## config.mk

```make
export PLATFORM = sky130hd
export DESIGN_NAME = re_control_nrow_flat
export DESIGN_NICKNAME = d
export VERILOG_FILES = /design/src/rtl/re_pkg.sv /design/src/rtl/re_control_nrow_if.sv /design/src/rtl/re_exp_time.sv /design/src/rtl/re_control_nrow.sv /design/src/flat_wrapper.sv
export SDC_FILE = /design/constraint.sdc
export NUM_CORES = 1
export LEC_CHECK = 0
export BUFFER_PORTS_ARGS = -buffer_cell sky130_fd_sc_hd__buf_2
export CORE_ASPECT_RATIO = 1.2
export CORE_MARGIN = 3
export CORE_UTILIZATION = 56
export CTS_BUF_LIST = sky130_fd_sc_hd__clkbuf_4 sky130_fd_sc_hd__clkbuf_8 sky130_fd_sc_hd__clkbuf_16
export DETAILED_ROUTE_END_ITERATION = 12
export PLACE_DENSITY = 0.78
export SYNTH_ARGS = -nofsm -noshare
export SYNTH_HDL_FRONTEND = slang
export SYNTH_SLANG_ARGS = --single-unit
```

## constraint.sdc

```tcl
create_clock -name i_Clock -period 2.4 [get_ports i_Clock]
set_input_delay 0 -clock i_Clock [delete_from_list [all_inputs] [get_ports i_Clock]]
set_output_delay 0 -clock i_Clock [all_outputs]
set_load 0.02 [all_outputs]
```

## src/rtl/re_pkg.sv

```systemverilog
// Shared state/phase encodings and default limits for the row-enable controller.
package re_pkg;

  typedef enum logic [1:0] {
    StIdle    = 2'd0,
    StExpose  = 2'd1,
    StReadout = 2'd2
  } state_e;

  typedef enum logic [1:0] {
    PhSettle  = 2'd0,
    PhConvert = 2'd1,
    PhRelease = 2'd2
  } phase_e;

  localparam int unsigned RowsDef   = 2;
  localparam int unsigned ExpWDef   = 5;
  localparam int unsigned ExpMinDef = 2;
  localparam int unsigned ExpMaxDef = 30;
  localparam int unsigned ExpRstDef = 10;

  // Row index width, kept at least one bit wide.
  function automatic int unsigned row_w(int unsigned rows);
    return (rows > 1) ? $clog2(rows) : 1;
  endfunction

endpackage

```

## src/rtl/re_control_nrow_if.sv

```systemverilog
// Control/status bundle of re_control_nrow. i_Cont exists only with RE_CONT_MODE_EN.
interface re_control_nrow_if #(
  parameter int unsigned ROWS  = re_pkg::RowsDef,
  parameter int unsigned EXP_W = re_pkg::ExpWDef
);
  localparam int unsigned RowW = re_pkg::row_w(ROWS);

  logic             i_Init;
  logic             i_Exp_increase;
  logic             i_Exp_decrease;
`ifdef RE_CONT_MODE_EN
  logic             i_Cont;
`endif
  logic [ROWS-1:0]  o_NRE;
  logic             o_ADC;
  logic             o_Expose;
  logic             o_Erase;
  logic [EXP_W-1:0] o_count_time;
  logic [1:0]       o_Main_FSM;
  logic [RowW-1:0]  o_Row;

`ifdef RE_CONT_MODE_EN
  modport master (
    output i_Init, i_Exp_increase, i_Exp_decrease, i_Cont,
    input  o_NRE, o_ADC, o_Expose, o_Erase, o_count_time, o_Main_FSM, o_Row
  );
  modport slave (
    input  i_Init, i_Exp_increase, i_Exp_decrease, i_Cont,
    output o_NRE, o_ADC, o_Expose, o_Erase, o_count_time, o_Main_FSM, o_Row
  );
`else
  modport master (
    output i_Init, i_Exp_increase, i_Exp_decrease,
    input  o_NRE, o_ADC, o_Expose, o_Erase, o_count_time, o_Main_FSM, o_Row
  );
  modport slave (
    input  i_Init, i_Exp_increase, i_Exp_decrease,
    output o_NRE, o_ADC, o_Expose, o_Erase, o_count_time, o_Main_FSM, o_Row
  );
`endif

endinterface

```

## src/rtl/re_exp_time.sv

```systemverilog
// Exposure-time register: registered rising-edge detect on the up/down buttons, saturating step.
module re_exp_time
  import re_pkg::*;
#(
  parameter int unsigned EXP_W   = ExpWDef,
  parameter int unsigned EXP_MIN = ExpMinDef,
  parameter int unsigned EXP_MAX = ExpMaxDef,
  parameter int unsigned EXP_RST = ExpRstDef
) (
  input  logic             i_Clock,
  input  logic             i_Reset,
  input  logic             i_Exp_increase,
  input  logic             i_Exp_decrease,
  input  logic             i_Enable,
  output logic [EXP_W-1:0] o_count_time
);

  logic             inc_q, dec_q;
  logic             inc_edge, dec_edge;
  logic [EXP_W-1:0] time_q, time_d;

  assign inc_edge = i_Exp_increase & ~inc_q;
  assign dec_edge = i_Exp_decrease & ~dec_q;

  // Simultaneous edges cancel; edges while disabled are dropped, not queued.
  always_comb begin
    time_d = time_q;
    if (i_Enable && inc_edge && !dec_edge) begin
      if (time_q < EXP_W'(EXP_MAX)) time_d = time_q + EXP_W'(1);
    end else if (i_Enable && dec_edge && !inc_edge) begin
      if (time_q > EXP_W'(EXP_MIN)) time_d = time_q - EXP_W'(1);
    end
  end

  always_ff @(posedge i_Clock or negedge i_Reset) begin
    if (!i_Reset) begin
      inc_q  <= 1'b0;
      dec_q  <= 1'b0;
      time_q <= EXP_W'(EXP_RST);
    end else begin
      inc_q  <= i_Exp_increase;
      dec_q  <= i_Exp_decrease;
      time_q <= time_d;
    end
  end

  assign o_count_time = time_q;

endmodule

```

## src/rtl/re_control_nrow.sv

```systemverilog
// Frame controller: IDLE/erase -> EXPOSE for o_count_time cycles -> 3-cycle-per-row READOUT.
// Define RE_CONT_MODE_EN to add i_Cont (back-to-back frames with a single IDLE cycle between).
module re_control_nrow
  import re_pkg::*;
#(
  parameter int unsigned ROWS    = RowsDef,
  parameter int unsigned EXP_W   = ExpWDef,
  parameter int unsigned EXP_MIN = ExpMinDef,
  parameter int unsigned EXP_MAX = ExpMaxDef,
  parameter int unsigned EXP_RST = ExpRstDef
) (
  input logic            i_Clock,
  input logic            i_Reset,
  re_control_nrow_if.slave bus
);

  localparam int unsigned    RowW    = row_w(ROWS);
  localparam logic [RowW-1:0] LastRow = RowW'(ROWS - 1);

  state_e           state_q, state_d;
  phase_e           phase_q, phase_d;
  logic [RowW-1:0]  row_q, row_d;
  logic [EXP_W-1:0] cnt_q, cnt_d;
  logic [EXP_W-1:0] count_time;
  logic             restart;
  logic [ROWS-1:0]  nre_q, nre_d;
  logic             adc_q, adc_d, expose_q, expose_d, erase_q, erase_d;

  re_exp_time #(
    .EXP_W  (EXP_W),
    .EXP_MIN(EXP_MIN),
    .EXP_MAX(EXP_MAX),
    .EXP_RST(EXP_RST)
  ) u_exp_time (
    .i_Clock       (i_Clock),
    .i_Reset       (i_Reset),
    .i_Exp_increase(bus.i_Exp_increase),
    .i_Exp_decrease(bus.i_Exp_decrease),
    .i_Enable      (state_q == StIdle),
    .o_count_time  (count_time)
  );

`ifdef RE_CONT_MODE_EN
  // Set for exactly the one IDLE cycle that follows a readout ending with i_Cont high.
  logic restart_q;
  always_ff @(posedge i_Clock or negedge i_Reset) begin
    if (!i_Reset) restart_q <= 1'b0;
    else          restart_q <= bus.i_Cont && (state_q == StReadout) && (state_d == StIdle);
  end
  assign restart = restart_q;
`else
  assign restart = 1'b0;
`endif

  always_ff @(posedge i_Clock or negedge i_Reset) begin
    if (!i_Reset) begin
      state_q <= StIdle;
      phase_q <= PhSettle;
      row_q   <= '0;
      cnt_q   <= '0;
    end else begin
      state_q <= state_d;
      phase_q <= phase_d;
      row_q   <= row_d;
      cnt_q   <= cnt_d;
    end
  end

  always_comb begin
    state_d = state_q;
    phase_d = phase_q;
    row_d   = row_q;
    cnt_d   = cnt_q;
    case (state_q)
      StIdle: begin
        if (bus.i_Init || restart) begin
          state_d = StExpose;
          cnt_d   = count_time;
        end
      end
      StExpose: begin
        if (cnt_q <= EXP_W'(1)) begin
          state_d = StReadout;
          phase_d = PhSettle;
          row_d   = '0;
        end else begin
          cnt_d = cnt_q - EXP_W'(1);
        end
      end
      StReadout: begin
        case (phase_q)
          PhSettle:  phase_d = PhConvert;
          PhConvert: phase_d = PhRelease;
          default: begin
            phase_d = PhSettle;
            if (row_q == LastRow) begin
              state_d = StIdle;
              row_d   = '0;
            end else begin
              row_d = row_q + RowW'(1);
            end
          end
        endcase
      end
      default: state_d = StIdle;
    endcase
  end

  // Outputs are decoded from the next state and registered, so they track state_q exactly.
  always_comb begin
    erase_d  = (state_d == StIdle);
    expose_d = (state_d == StExpose);
    adc_d    = (state_d == StReadout) && (phase_d == PhConvert);
    nre_d    = '1;
    if ((state_d == StReadout) && (phase_d != PhRelease)) nre_d[row_d] = 1'b0;
  end

  always_ff @(posedge i_Clock or negedge i_Reset) begin
    if (!i_Reset) begin
      nre_q    <= '1;
      adc_q    <= 1'b0;
      expose_q <= 1'b0;
      erase_q  <= 1'b1;
    end else begin
      nre_q    <= nre_d;
      adc_q    <= adc_d;
      expose_q <= expose_d;
      erase_q  <= erase_d;
    end
  end

  assign bus.o_NRE        = nre_q;
  assign bus.o_ADC        = adc_q;
  assign bus.o_Expose     = expose_q;
  assign bus.o_Erase      = erase_q;
  assign bus.o_count_time = count_time;
  assign bus.o_Main_FSM   = state_q;
  assign bus.o_Row        = row_q;

endmodule

```

## src/flat_wrapper.sv

```systemverilog
// flat-port wrapper written by rule: the top's interface ports become plain ports
module re_control_nrow_flat import re_pkg::*;
#(
  parameter int unsigned ROWS    = RowsDef,
  parameter int unsigned EXP_W   = ExpWDef,
  parameter int unsigned EXP_MIN = ExpMinDef,
  parameter int unsigned EXP_MAX = ExpMaxDef,
  parameter int unsigned EXP_RST = ExpRstDef
)
  (i_Clock, i_Reset, bus_i_Init, bus_i_Exp_increase, bus_i_Exp_decrease, bus_o_NRE, bus_o_ADC, bus_o_Expose, bus_o_Erase, bus_o_count_time, bus_o_Main_FSM, bus_o_Row);
  re_control_nrow_if #(.ROWS(ROWS), .EXP_W(EXP_W)) bus_i ();
  input logic i_Clock;
  input logic i_Reset;
  input wire logic [$bits(bus_i.i_Init)-1:0] bus_i_Init;
  input wire logic [$bits(bus_i.i_Exp_increase)-1:0] bus_i_Exp_increase;
  input wire logic [$bits(bus_i.i_Exp_decrease)-1:0] bus_i_Exp_decrease;
  output wire logic [$bits(bus_i.o_NRE)-1:0] bus_o_NRE;
  output wire logic [$bits(bus_i.o_ADC)-1:0] bus_o_ADC;
  output wire logic [$bits(bus_i.o_Expose)-1:0] bus_o_Expose;
  output wire logic [$bits(bus_i.o_Erase)-1:0] bus_o_Erase;
  output wire logic [$bits(bus_i.o_count_time)-1:0] bus_o_count_time;
  output wire logic [$bits(bus_i.o_Main_FSM)-1:0] bus_o_Main_FSM;
  output wire logic [$bits(bus_i.o_Row)-1:0] bus_o_Row;
  assign bus_i.i_Init = bus_i_Init;
  assign bus_i.i_Exp_increase = bus_i_Exp_increase;
  assign bus_i.i_Exp_decrease = bus_i_Exp_decrease;
  assign bus_o_NRE = bus_i.o_NRE;
  assign bus_o_ADC = bus_i.o_ADC;
  assign bus_o_Expose = bus_i.o_Expose;
  assign bus_o_Erase = bus_i.o_Erase;
  assign bus_o_count_time = bus_i.o_count_time;
  assign bus_o_Main_FSM = bus_i.o_Main_FSM;
  assign bus_o_Row = bus_i.o_Row;
  re_control_nrow #(.ROWS(ROWS), .EXP_W(EXP_W), .EXP_MIN(EXP_MIN), .EXP_MAX(EXP_MAX), .EXP_RST(EXP_RST)) u_core (.i_Clock(i_Clock), .i_Reset(i_Reset), .bus(bus_i));
endmodule
```

Yosys cells after proc, flatten, opt, wreduce, memory -nomap -nowiden
Cells that the tools add are included.
{"block": "totals", "regBits": 22, "input_bits": 5, "out_inout_bits": 13, "word_cells": 75}
{"block": "classes", "n_addsub": 4, "n_lt_le_gt_ge": 5, "n_eq_ne": 10, "mux": 22, "bitwise": 5, "n_reduce_logical": 18}
{"op": "$mux 5", "n": 6}
{"op": "$mux 2", "n": 6}
{"op": "$pmux 5 s2", "n": 1}
{"op": "$sub 5x1->5 const B", "n": 2}
{"op": "$eq 2x1->1 const B", "n": 4}
{"op": "$pmux 2 s2", "n": 2}
{"op": "$logic_and 1x1->1", "n": 7}
{"op": "$logic_not 2->1", "n": 3}
{"op": "$ne 2x2->1 const B", "n": 3}
{"op": "$pmux 2 s3", "n": 1}
{"op": "$reduce_and 3->1", "n": 2}
{"op": "$reduce_bool 2->1", "n": 3}
{"op": "$add 5x1->5 const B", "n": 1}
{"op": "$gt 5x2->1 const B", "n": 1}
{"op": "$le 5x1->1 const B", "n": 1}
{"op": "$lt 5x5->1 const B", "n": 1}
{"op": "$eq 2x2->1 const B", "n": 2}
{"op": "$mux 1", "n": 4}
{"op": "$and 1x1->1", "n": 2}
{"op": "$logic_not 1->1", "n": 2}
{"op": "$lt 1x2->1 const B", "n": 1}
{"op": "$ne 2x1->1 const B", "n": 1}
{"op": "$not 1->1", "n": 2}
{"op": "$not 2->2", "n": 1}
{"op": "other kinds (5)", "n": 5}

Longest topological paths before layout
Gate-level depths: netlist (run 1).
{"block": "logic_depth", "ltp_word": 10, "depth_mapped": 9, "ltp_nobuf": 9}

Cells and area by module
From an unflattened synthesis (run 1), not the netlist that was laid out.
{"block": "hier_totals", "hier_cells": 122, "hier_area_um2": 1317.5}
{"module": "re_control_nrow", "n_inst": 1, "cells_each": 90, "area_each_um2": 900.9, "seq_area_each_um2": 379.1}
{"module": "re_exp_time", "n_inst": 1, "cells_each": 32, "area_each_um2": 416.6, "seq_area_each_um2": 177.7}

Worst setup path after synthesis (run 1)
OpenSTA, ideal clock, no wires.
{"block": "synth_timing", "path_type": "register -> register", "startpoint": "register u_core.state_q[1] (netlist: u_core.bus.o_Main_FSM[1])", "endpoint": "register u_core.u_exp_time.time_q[4] (netlist: u_core.u_exp_time.o_count_time[4])", "setup_time_ns": 0.131, "arrival_ns": 2.078, "required_ns": 2.269, "setup_slack_ns": 0.191, "path_stages_with_launch": 10, "n_path_buf": 0, "synth_period_minus_slack_ns": 2.209, "path_cell_list": "dfrtp_1 -> inv_1 -> ha_1 -> nand3_1 -> fa_1 -> a21o_1 -> a21oi_1 -> xnor2_1 -> nand2_1 -> xnor2_1"}
{"block": "synth_via", "elab_chain_len": 5, "elab_cells_between_ends": 10, "classes_between": "eq/ne (1); mux (1); reduce/logical (8)"}
{"element": "start: declaration", "line": "re_control_nrow.sv:20", "text": "state_e state_q, state_d;"}
{"element": "start signal: assignment", "line": "re_control_nrow.sv:57", "text": "state_q <= StIdle;"}
{"element": "start signal: assignment", "line": "re_control_nrow.sv:62", "text": "state_q <= state_d;"}
{"element": "$logic_not 2->1 *", "line": "re_control_nrow.sv:39", "text": ".i_Enable (state_q == StIdle),"}
{"element": "$logic_and 1x1->1 (on tied branches) (2 in series)", "line": "re_exp_time.sv:28, re_exp_time.sv:30"}
{"element": "$ne 2x1->1 (no line) or $reduce_bool 2->1 (tied branches)"}
{"element": "$reduce_and 3->1 (no line)"}
{"element": "end signal: assignment", "line": "re_exp_time.sv:39", "text": "time_q <= EXP_W'(EXP_RST);"}
{"element": "end signal: assignment", "line": "re_exp_time.sv:43", "text": "time_q <= time_d;"}
{"element": "end: declaration", "line": "re_exp_time.sv:20", "text": "logic [EXP_W-1:0] time_q, time_d;"}
Mark *: on every way between the ends. The rest lies on a longest branch, timed or not.
A chain may end at the register's enable or synchronous reset.

Worst setup path after layout (run 1)
Same ends and word-level chain as after synthesis.

==> summary.txt, run 1 <==
cell with the most instances after synthesis -> sky130_fd_sc_hd__dfrtp_1
area of all sequential standard cells -> 556.8 um^2
Post-Route WL -> 2459 um
detailed-routing iteration count for the pre-antenna-repair pass -> 4
Synthesis Warnings -> 0
family of cells with the greatest summed delay on the critical path -> adder cells
most common flop cell mapped by yosys -> sky130_fd_sc_hd__dfrtp_1
mean instance size in the synthesized netlist -> 10.27 um^2
Skew-Pair Late Insertion Delay -> 310 ps
all-layer global routing usage -> 0.1984
Max Freq -> 453.5 MHz
post-synthesis async set-or-reset flop share -> 1.000
total of endpoints with negative setup slack in the final report -> 0
power density relative to cell area -> 1374 mW/mm^2
result of the run -> finished, final reports clean
drt drc -> 0
number of pins exceeding their max-slew limit in the final report -> 0
number of filler cells placed in the layout -> 183
count of antenna-violating nets left after detailed routing -> 0
total leakage power -> 0.6503 nW
cell count of the worst reg-to-reg path -> 9
x dimension of the die -> 49.71 um
layout overhead on the synthesized area -> 15.59%
Worst EP required -> 2610 ps
worst hold path stage count -> 3
Setup crit start -> u_core.bus.o_Main_FSM[1]$_DFF_PN0_
endpoint kind of the worst setup timing path -> flop
area of the mapped netlist -> 0.001284 mm^2
max capacitance violation total -> 0
CP max-delay cell -> sky130_fd_sc_hd__dfrtp_1
crit path time final -> 2205 ps
synthesis-stage register bit count -> 22
RePlAce Congestion -> 0.7541
area of the multi-input gates -> 680.7 um^2
Most common cell on crit path -> sky130_fd_sc_hd__xnor2_1
Syn Nets -> 140
number of placement rows -> 18
stage delay of the slowest cell on the critical path -> 470 ps
fraction of post-synthesis cell area in the top cell type by area -> 0.3314
Final period util -> 0.9188
number of H-tree levels -> 1
clock slew at the register clock pins of the worst setup and hold paths -> 120 ps
number of synthesized flops with an enable pin -> 0
clock sink total -> 22
maximum number of pins on one net before global-route repair -> 23
worst relative slew slack -> 0.6788
top-level I/O count -> 18
Reg2Reg Launch Point -> u_core.bus.o_Main_FSM[1]$_DFF_PN0_
initial drt markers -> 29
total gr overflow -> 0
post-detailed-route wirelength per cell -> 13.81 um
utilization after layout -> 0.7009
TritonCTS clock tree -> done
ranking of synthesized cells by instance count -> 17 x sky130_fd_sc_hd__dfrtp_1, 12 x sky130_fd_sc_hd__nor2_1, 10 x sky130_fd_sc_hd__nand2_1, 9 x sky130_fd_sc_hd__ha_1, 8 x sky130_fd_sc_hd__a21oi_1
die outline area -> 0.002905 mm^2
via total after detailed routing -> 1,012
source of the worst hold timing path -> bus_i_Init
setup repair after global routing missed its margin -> false
count of port buffers added during placement -> 17
core region area -> 0.002117 mm^2
category of the critical setup timing path -> flop to flop
wire length of the first global-routing pass -> 4485 um
vias in the first global route -> 1,017
antenna violations before repair -> 0
TritonCTS Buffers -> 3
Tightest Hold Check Type -> primary input to flop
antenna fix cells -> 0
ranking of synthesized cells by area -> sky130_fd_sc_hd__dfrtp_1 33%, sky130_fd_sc_hd__dfstp_2 10%, sky130_fd_sc_hd__ha_1 8.8%, sky130_fd_sc_hd__nor2_1 3.5%, sky130_fd_sc_hd__a21oi_1 3.1%
data arrival time of the critical path -> 2410 ps
transition at the pin with the smallest max-transition slack -> 474.3 ps
worst supply voltage drop on vdd -> 966.3 uV
Distinct cells, synth -> 42
post-route clock skew -> 9.549 ps
setup_tns -> 0 ps
area leader, netlist -> sky130_fd_sc_hd__dfrtp_1
maximum net fanout on the critical path -> 7
starting density of the core -> 0.6064
clock buffer depth -> 2
HPWL after DPL -> 1827 um
cell at the root of the clock tree -> sky130_fd_sc_hd__clkbuf_4
Levels on crit path -> 9
share of post-route cells with drive strength above 1 -> 0.2770
final net count -> 164
vertical extent of the die -> 58.45 um
ratio of routed vias to standard cells -> 5.685
crit-path cells -> inv_1, ha_1, nand3_1, fa_1, a21o_1, a21oi_1, xnor2_1, nand2_1, xnor2_1
Mapped Cells -> 125
share of the yosys chip area belonging to registers -> 0.4337
count of buffer and inverter cells on the critical path -> 1
hold violation total from the final report -> 0
startpoint types -> flop
where the power goes:
part	leakage (nW)	total, mW	switching [mW]	internal [mW]
sequential	0.262	0.705	0.183	0.522
combinational	0.361	1.05	0.578	0.477
clock	0.0279	0.279	0.111	0.169
state kept, by name (all words and copies together) (netlist names):
register                        cells
u_core.bus.o_Expose                 1
u_core.bus.o_NRE                    2
u_core.bus.o_Erase                  1
u_core.bus.o_ADC                    1
u_core.u_exp_time.inc_q             1
u_core.u_exp_time.dec_q             1
u_core.cnt_q                        5
u_core.phase_q                      2
u_core.u_exp_time.o_count_time      5
u_core.bus.o_Main_FSM               2
u_core.bus.o_Row                    1
per-stage QoR:
step | area, um^2 | total power, mW | setup slack [ps] | instances | hold slack (ps)
4_1_cts | 1484 | 2.059 | 181.4 | 178 | 124.9
5_1_grt | 1484 | 2.236 | 37.15 | 178 | 175.2
3_3_place_gp | 1401 | 1.718 | 282.5 | 171 | -19.41
3_5_place_dp | 1401 | 1.765 | 216.3 | 171 | -10.53
6_report | 1484 | 2.039 | 194.8 | 178 | 132.4
2_1_floorplan | 1284 | 1.506 | 191.1 | 125 | -295.6
final timing paths:
path,slack [ps],to
worst max-delay path,190,u_core.u_exp_time.o_count_time[4]$_DFFE_PN0P_
worst min-delay path,130,u_core.bus.o_Main_FSM[0]$_DFF_PN0_
worst max register to register,190,u_core.u_exp_time.o_count_time[4]$_DFFE_PN0P_
worst min register to register,550,u_core.phase_q[0]$_DFF_PN0_
max in group asynchronous,1870,u_core.u_exp_time.o_count_time[3]$_DFFE_PN1P_
min in group asynchronous,170,u_core.cnt_q[3]$_DFFE_PN0P_
cells in the final DEF (no fill, tap or decap), drive strengths merged, types with 2 or more instances in the layout:
| master | n |
|---|---|
| dfrtp | 17 |
| a21oi | 8 |
| o21ai | 7 |
| a21o | 2 |
| nand3 | 3 |
| clkbuf | 3 |
| dfstp | 5 |
| a21boi | 2 |
| xnor2 | 4 |
| nand2 | 10 |
| buf | 19 |
| o22a | 3 |
| or3 | 2 |
| nor2b | 4 |
| nor2 | 12 |
| ha | 9 |
| nor4b | 2 |
| dlygate4sd3 | 3 |
| o21ba | 2 |
| o31ai | 2 |
| nand2b | 2 |
| mux2 | 2 |
| inv | 7 |
| a31oi | 2 |
tightest hold or removal path, delay by kind of cell:
family / cells / cell delay (ps)
buf+inv: 1 / 100
compound gates: 2 / 290
routing by layer:
metal,share of wire,global-route usage,vias to the layer above
met2,0.52,0.3554,20
li1,-,-,498
met5,0,0,-
met4,0.028,0.1028,0
met3,0.028,0.02532,8
met1,0.42,0.2318,486
layout make-up:
type	instances	area share
repair buffers	22	0.08769
multi-input cells	93	0.4587
clock buffers	3	0.01518
inverters	7	0.01771
flip-flops and latches	22	0.3752
clock inverters	1	0.02024
well taps	30	0.02530
logic make-up after synthesis:
| family | after synthesis | share of synthesized area |
|---|---|---|
| muxes | 2 | 0.01754 |
| xor gates and xnor gates | 5 | 0.03411 |
| adders and majority gates | 10 | 0.1033 |
| AOI/OAI and AO/OA | 36 | 0.2096 |
| and+or+nand+nor | 40 | 0.1657 |
| DFF | 22 | 0.4337 |
| buffers and inverters | 10 | 0.03606 |
repair_timing:
action / 4_1_cts / 5_1_grt
setup buffers: 0 / 0
resized for setup: 0 / 0
endpoints found under the hold margin: 24 / 0
hold buffers: 3 / 0
Note: power is estimated with default switching activity, not from simulation.
==> run 2, diff against run 1 <==
Settings changed: CORE_UTILIZATION 56 to 40, PLACE_DENSITY 0.78 to default, TNS_END_PERCENT from default to 50.
Clock period 2.4 ns to 2.84 ns, I/O delays scaled along.
==> summary.txt, run 2 (same netlist as run 1, synthesis figures left out) <==
RePlAce Congestion -> 0.8505 (+13%)
number of gates given a new drive strength after cts -> 0 (unchanged)
Setup crit start -> u_core.bus.o_Main_FSM[1]$_DFF_PN0_
clock sink total -> 22 (unchanged)
detailed-routing iteration count for the pre-antenna-repair pass -> 4 (unchanged)
vertical extent of the die -> 68.06 um (+16%)
Fin Hold WS -> 129.3 ps (-3.153 ps)
core region area -> 0.002917 mm^2 (+38%)
number of placement rows -> 21 (+3)
post-detailed-route wirelength per cell -> 14.54 um (+5.3%)
worst relative slew slack -> 0.6592 (-0.01958)
x dimension of the die -> 57.72 um (+16%)
total of endpoints with negative setup slack in the final report -> 0 (unchanged)
worst supply voltage drop on vdd -> 537.5 uV (-44%)
CP max-delay cell -> sky130_fd_sc_hd__dfrtp_1
stage delay of the slowest cell on the critical path -> 470 ps (about the same)
ratio of routed vias to standard cells -> 5.646 (-0.69%)
Most common cell on crit path -> sky130_fd_sc_hd__xnor2_1
result of the run -> finished, final reports clean
transition at the pin with the smallest max-transition slack -> 503.3 ps (+28.91 ps)
source of the worst hold timing path -> bus_i_Init
max capacitance violation total -> 0 (unchanged)
Worst EP required -> 3050 ps (+440 ps)
Tightest Hold Check Type -> primary input to flop
setup_tns -> 0 ps (unchanged)
crit path time final -> 2318 ps (+113.2 ps)
count of antenna-violating nets left after detailed routing -> 0 (unchanged)
count of buffer and inverter cells on the critical path -> 1 (unchanged)
total leakage power -> 0.6386 nW (-1.8%)
Skew-Pair Late Insertion Delay -> 310 ps (about the same)
startpoint types -> flop
total gr overflow -> 0 (unchanged)
number of pins exceeding their max-slew limit in the final report -> 0 (unchanged)
clock slew at the register clock pins of the worst setup and hold paths -> 130 ps (about the same)
clock buffer depth -> 2 (unchanged)
crit-path cells -> inv_1, ha_1, nand3_1, fa_1, a21o_1, a21oi_1, xnor2_1, nand2_1, xnor2_1
starting density of the core -> 0.4402 (-0.1662)
setup repair after global routing missed its margin -> false
antenna fix cells -> 0 (unchanged)
drt drc -> 0 (unchanged)
die outline area -> 0.003928 mm^2 (+35%)
all-layer global routing usage -> 0.1598 (-0.03854)
category of the critical setup timing path -> flop to flop
TritonCTS Buffers -> 3 (unchanged)
data arrival time of the critical path -> 2530 ps (+120 ps)
initial drt markers -> 10 (-66%)
number of H-tree levels -> 1 (unchanged)
TritonCTS clock tree -> done
endpoint kind of the worst setup timing path -> flop
power density relative to cell area -> 1132 mW/mm^2 (-18%)
Final period util -> 0.8163 (-0.1025)
Post-Route WL -> 2632 um (+7.0%)
wire length of the first global-routing pass -> 4878 um (+8.8%)
top-level I/O count -> 18 (unchanged)
layout overhead on the synthesized area -> 14.13%
post-route clock skew -> 3.089 ps (-6.460 ps)
commonest cells after routing, fill and taps aside -> 17 x sky130_fd_sc_hd__buf_2, 17 x sky130_fd_sc_hd__dfrtp_1, 12 x sky130_fd_sc_hd__nor2_1
Max Freq -> 431.3 MHz (-4.9%)
maximum number of pins on one net before global-route repair -> 23 (unchanged)
vias in the first global route -> 1,099 (+8.1%)
number of filler cells placed in the layout -> 267 (+46%)
final net count -> 163 (-0.61%)
antenna violations before repair -> 0 (unchanged)
maximum net fanout on the critical path -> 7 (unchanged)
Reg2Reg Launch Point -> u_core.bus.o_Main_FSM[1]$_DFF_PN0_
via total after detailed routing -> 1,022 (+0.99%)
cell at the root of the clock tree -> sky130_fd_sc_hd__clkbuf_4
family of cells with the greatest summed delay on the critical path -> adder cells
count of port buffers added during placement -> 17 (unchanged)
hold violation total from the final report -> 0 (unchanged)
HPWL after DPL -> 1976 um (+8.2%)
share of post-route cells with drive strength above 1 -> 0.2721 (-0.004918)
## run 2: per-stage QoR
| step | util | cells | setup slack, ps | power (mW) | cell area (um^2) |
|---|---|---|---|---|---|
| final | 0.5024 | 181 | 521.7 | 1.659 | 1465 |
| after global routing | 0.5024 | 181 | 323.9 | 1.826 | 1465 |
| after CTS | 0.5024 | 181 | 500.8 | 1.677 | 1465 |
| after global placement | 0.4796 | 174 | 646.7 | 1.456 | 1399 |
| after floorplan | - | 125 | 631.1 | 1.272 | 1284 |
| after detailed placement | 0.4796 | 174 | 519.1 | 1.495 | 1399 |
## run 2: where the power goes
group	switching [mW]	internal (mW)
Sequential	0.159	0.441
Clock	0.0995	0.0782
Combinational	0.488	0.392
Total	0.747	0.912
## run 2: path summary, 6_finish.rpt
check	end	slack [ps]	cells past startpoint
min reg2reg	u_core.u_exp_time.o_count_time[4]$_DFFE_PN0P_	560	1
min	u_core.bus.o_Main_FSM[0]$_DFF_PN0_	130	3
min in group asynchronous	u_core.phase_q[0]$_DFF_PN0_	170	2
max reg2reg	u_core.u_exp_time.o_count_time[4]$_DFFE_PN0P_	520	9
max	u_core.u_exp_time.o_count_time[4]$_DFFE_PN0P_	520	9
max in group asynchronous	u_core.u_exp_time.o_count_time[3]$_DFFE_PN1P_	2320	2
## run 2: area by class of cell
class                      instances  area, um^2  area share
clock buffer                       4       36.28     0.02477
inverter                           7       26.28     0.01793
multi-input combinational         93       680.7      0.4646
sequential                        22       556.8      0.3800
tap                               34       42.54     0.02903
timing repair buffer              21       122.6     0.08369
## run 2: per-layer routing
layer,up-vias,track usage,wire length [um]
met1,503,0.1881,1144
li1,498,-,-
met3,6,0.01698,75
met5,-,0,0
met4,0,0.08696,69
met2,15,0.2839,1342
## run 2: worst reg2reg max path: cells and delay by family (launching register included)
kind,cells,cell delay [ps]
simple gates,2,310
fa+ha+maj,2,720
compound gates,2,340
xor+xnor,2,260
buf+inv,1,110
flops,1,470
## run 2: repair_timing
item / CTS / global route
hold buffers: 3 / 0
endpoints found under the hold margin: 24 / 0
setup buffers: 0 / 0
==> run 3, diff against run 2 <==
Clock period 2.84 ns to 2.27 ns, I/O delays scaled along.
==> summary.txt, run 3 (same netlist as run 1, synthesis figures left out) <==
number of placement rows -> 21 (unchanged)
setup repair after global routing missed its margin -> false
category of the critical setup timing path -> flop to flop
Max Freq -> 476.3 MHz (+10%)
wire length of the first global-routing pass -> 4671 um (-4.2%)
Most common cell on crit path -> sky130_fd_sc_hd__xnor2_1
result of the run -> finished, final reports clean
CP max-delay cell -> sky130_fd_sc_hd__dfrtp_1
post-CTS setup repair buffer count -> 0 (unchanged)
post-detailed-route wirelength per cell -> 14.48 um (-0.42%)
count of antenna-violating nets left after detailed routing -> 0 (unchanged)
core region area -> 0.002917 mm^2 (unchanged)
post-layout power -> 2.097 mW (+26%)
post-route clock skew -> 2.424 ps (-0.6644 ps)
startpoint types -> flop
cell count of the worst reg-to-reg path -> 9 (unchanged)
maximum number of pins on one net before global-route repair -> 23 (unchanged)
Post-Route WL -> 2650 um (+0.68%)
worst hold path stage count -> 3 (unchanged)
antenna fix cells -> 0 (unchanged)
detailed-routing iteration count for the pre-antenna-repair pass -> 4 (unchanged)
number of pins exceeding their max-slew limit in the final report -> 0 (unchanged)
antenna violations before repair -> 0 (unchanged)
Placed Area -> 0.001414 mm^2 (+1.1%)
x dimension of the die -> 57.72 um (unchanged)
post-layout instance area -> 0.001485 mm^2 (+1.4%)
Final period util -> 0.9249 (+0.1086)
total gr overflow -> 0 (unchanged)
Skew-Pair Late Insertion Delay -> 310 ps (about the same)
power density relative to cell area -> 1412 mW/mm^2 (+25%)
all-layer global routing usage -> 0.1513 (-0.008491)
starting density of the core -> 0.4402 (unchanged)
RePlAce Congestion -> 0.8365 (-1.6%)
number of H-tree levels -> 1 (unchanged)
initial drt markers -> 25 (+15)
TritonCTS Buffers -> 3 (unchanged)
worst supply voltage drop on vdd -> 749.5 uV (+39%)
Worst EP required -> 2480 ps (-570 ps)
hold violation total from the final report -> 0 (unchanged)
Tightest Hold Check Type -> primary input to flop
drt drc -> 0 (unchanged)
final net count -> 165 (+1.2%)
family of cells with the greatest summed delay on the critical path -> adder cells
commonest cells after routing, fill and taps aside -> 17 x sky130_fd_sc_hd__buf_2, 17 x sky130_fd_sc_hd__dfrtp_1, 12 x sky130_fd_sc_hd__nor2_1
TritonCTS clock tree -> done
maximum net fanout on the critical path -> 5 (-2)
endpoint kind of the worst setup timing path -> flop
crit path time final -> 2100 ps (-218.7 ps)
HPWL after DPL -> 1977 um (about the same)
number of filler cells placed in the layout -> 281 (+5.2%)
utilization after layout -> 0.5092 (+0.006864)
ratio of routed vias to standard cells -> 5.410 (-4.2%)
layout overhead on the synthesized area -> 15.69%
cell at the root of the clock tree -> sky130_fd_sc_hd__clkbuf_4
worst relative slew slack -> 0.6507 (-0.008458)
max capacitance violation total -> 0 (unchanged)
clock slew at the register clock pins of the worst setup and hold paths -> 130 ps (about the same)
vertical extent of the die -> 68.06 um (unchanged)
share of post-route cells with drive strength above 1 -> 0.2886 (+0.01648)
count of buffer and inverter cells on the critical path -> 1 (unchanged)
clock sink total -> 22 (unchanged)
count of port buffers added during placement -> 17 (unchanged)
clock buffer depth -> 2 (unchanged)
crit-path cells -> inv_1, ha_1, nand3_2, fa_1, a21o_1, a21oi_1, xnor2_1, nand2_1, xnor2_1
vias in the first global route -> 1,033 (-6.0%)
setup_tns -> 0 ps (unchanged)
top-level I/O count -> 18 (unchanged)
stage delay of the slowest cell on the critical path -> 440 ps (-30 ps)
total leakage power -> 0.6497 nW (+1.7%)
total of endpoints with negative setup slack in the final report -> 0 (unchanged)
Levels on crit path -> 9 (unchanged)
data arrival time of the critical path -> 2310 ps (-220 ps)
via total after detailed routing -> 990 (-3.1%)
die outline area -> 0.003928 mm^2 (unchanged)
Fin Hold WS -> 80.17 ps (-49.10 ps)
transition at the pin with the smallest max-transition slack -> 515.7 ps (+12.49 ps)
-- run 3: routing by layer --
metal,track usage,vias to the layer above,share of wire
li1,-,503,-
met1,0.1795,470,0.46
met2,0.2811,13,0.50
met3,0.02264,4,0.032
met4,0.04348,0,0.012
met5,0,-,0
-- run 3: report_power, final --
group / total [mW] / switching, mW / internal, mW
clock: 0.226 / 0.128 / 0.0979
sequential: 0.747 / 0.196 / 0.551
combinational: 1.12 / 0.615 / 0.508
total: 2.10 / 0.939 / 1.16
-- run 3: final timing paths --
check                           slack (ps)                                           from                                            end
worst min-delay path                    80                                     bus_i_Init             u_core.bus.o_Main_FSM[0]$_DFF_PN0_
max in group asynchronous             1740                                        i_Reset  u_core.u_exp_time.o_count_time[1]$_DFFE_PN1P_
min in group asynchronous              170                                        i_Reset                     u_core.bus.o_ADC$_DFF_PN0_
worst max-delay path                   170             u_core.bus.o_Main_FSM[0]$_DFF_PN0_  u_core.u_exp_time.o_count_time[4]$_DFFE_PN0P_
worst max register to register         170             u_core.bus.o_Main_FSM[0]$_DFF_PN0_  u_core.u_exp_time.o_count_time[4]$_DFFE_PN0P_
worst min register to register         550  u_core.u_exp_time.o_count_time[4]$_DFFE_PN0P_  u_core.u_exp_time.o_count_time[4]$_DFFE_PN0P_
-- run 3: final cells by class --
cell class                      count  area, um^2  area share
Sequential cell                    22       556.8      0.3749
Timing Repair Buffer               23       137.6     0.09267
Multi-Input combinational cell     93       685.7      0.4617
Tap cell                           34       42.54     0.02864
Inverter                            7       26.28     0.01769
Clock buffer                        4       36.28     0.02443
-- run 3: timing repair --
item,in CTS,in global routing
hold buffers,3,0
endpoints found under the setup margin,0,1
endpoints found under the hold margin,24,0
resized for setup,0,1
-- run 3: stage by stage --
step                cells  setup WS, ps
floorplan             125         61.10
global placement      176         175.3
detailed placement    176         111.3
CTS                   183         85.64
global route          183         3.681
finish                183         170.4
-- run 3: worst reg2reg max path, delay by kind of cell, from the launching register on --
kind,cells,cell delay (ps)
and+or+nand+nor,2,230
buffers and inverters,1,100
AOI/OAI and AO/OA,2,340
DFF,1,440
adders and majority gates,2,630
xor gates and xnor gates,2,260
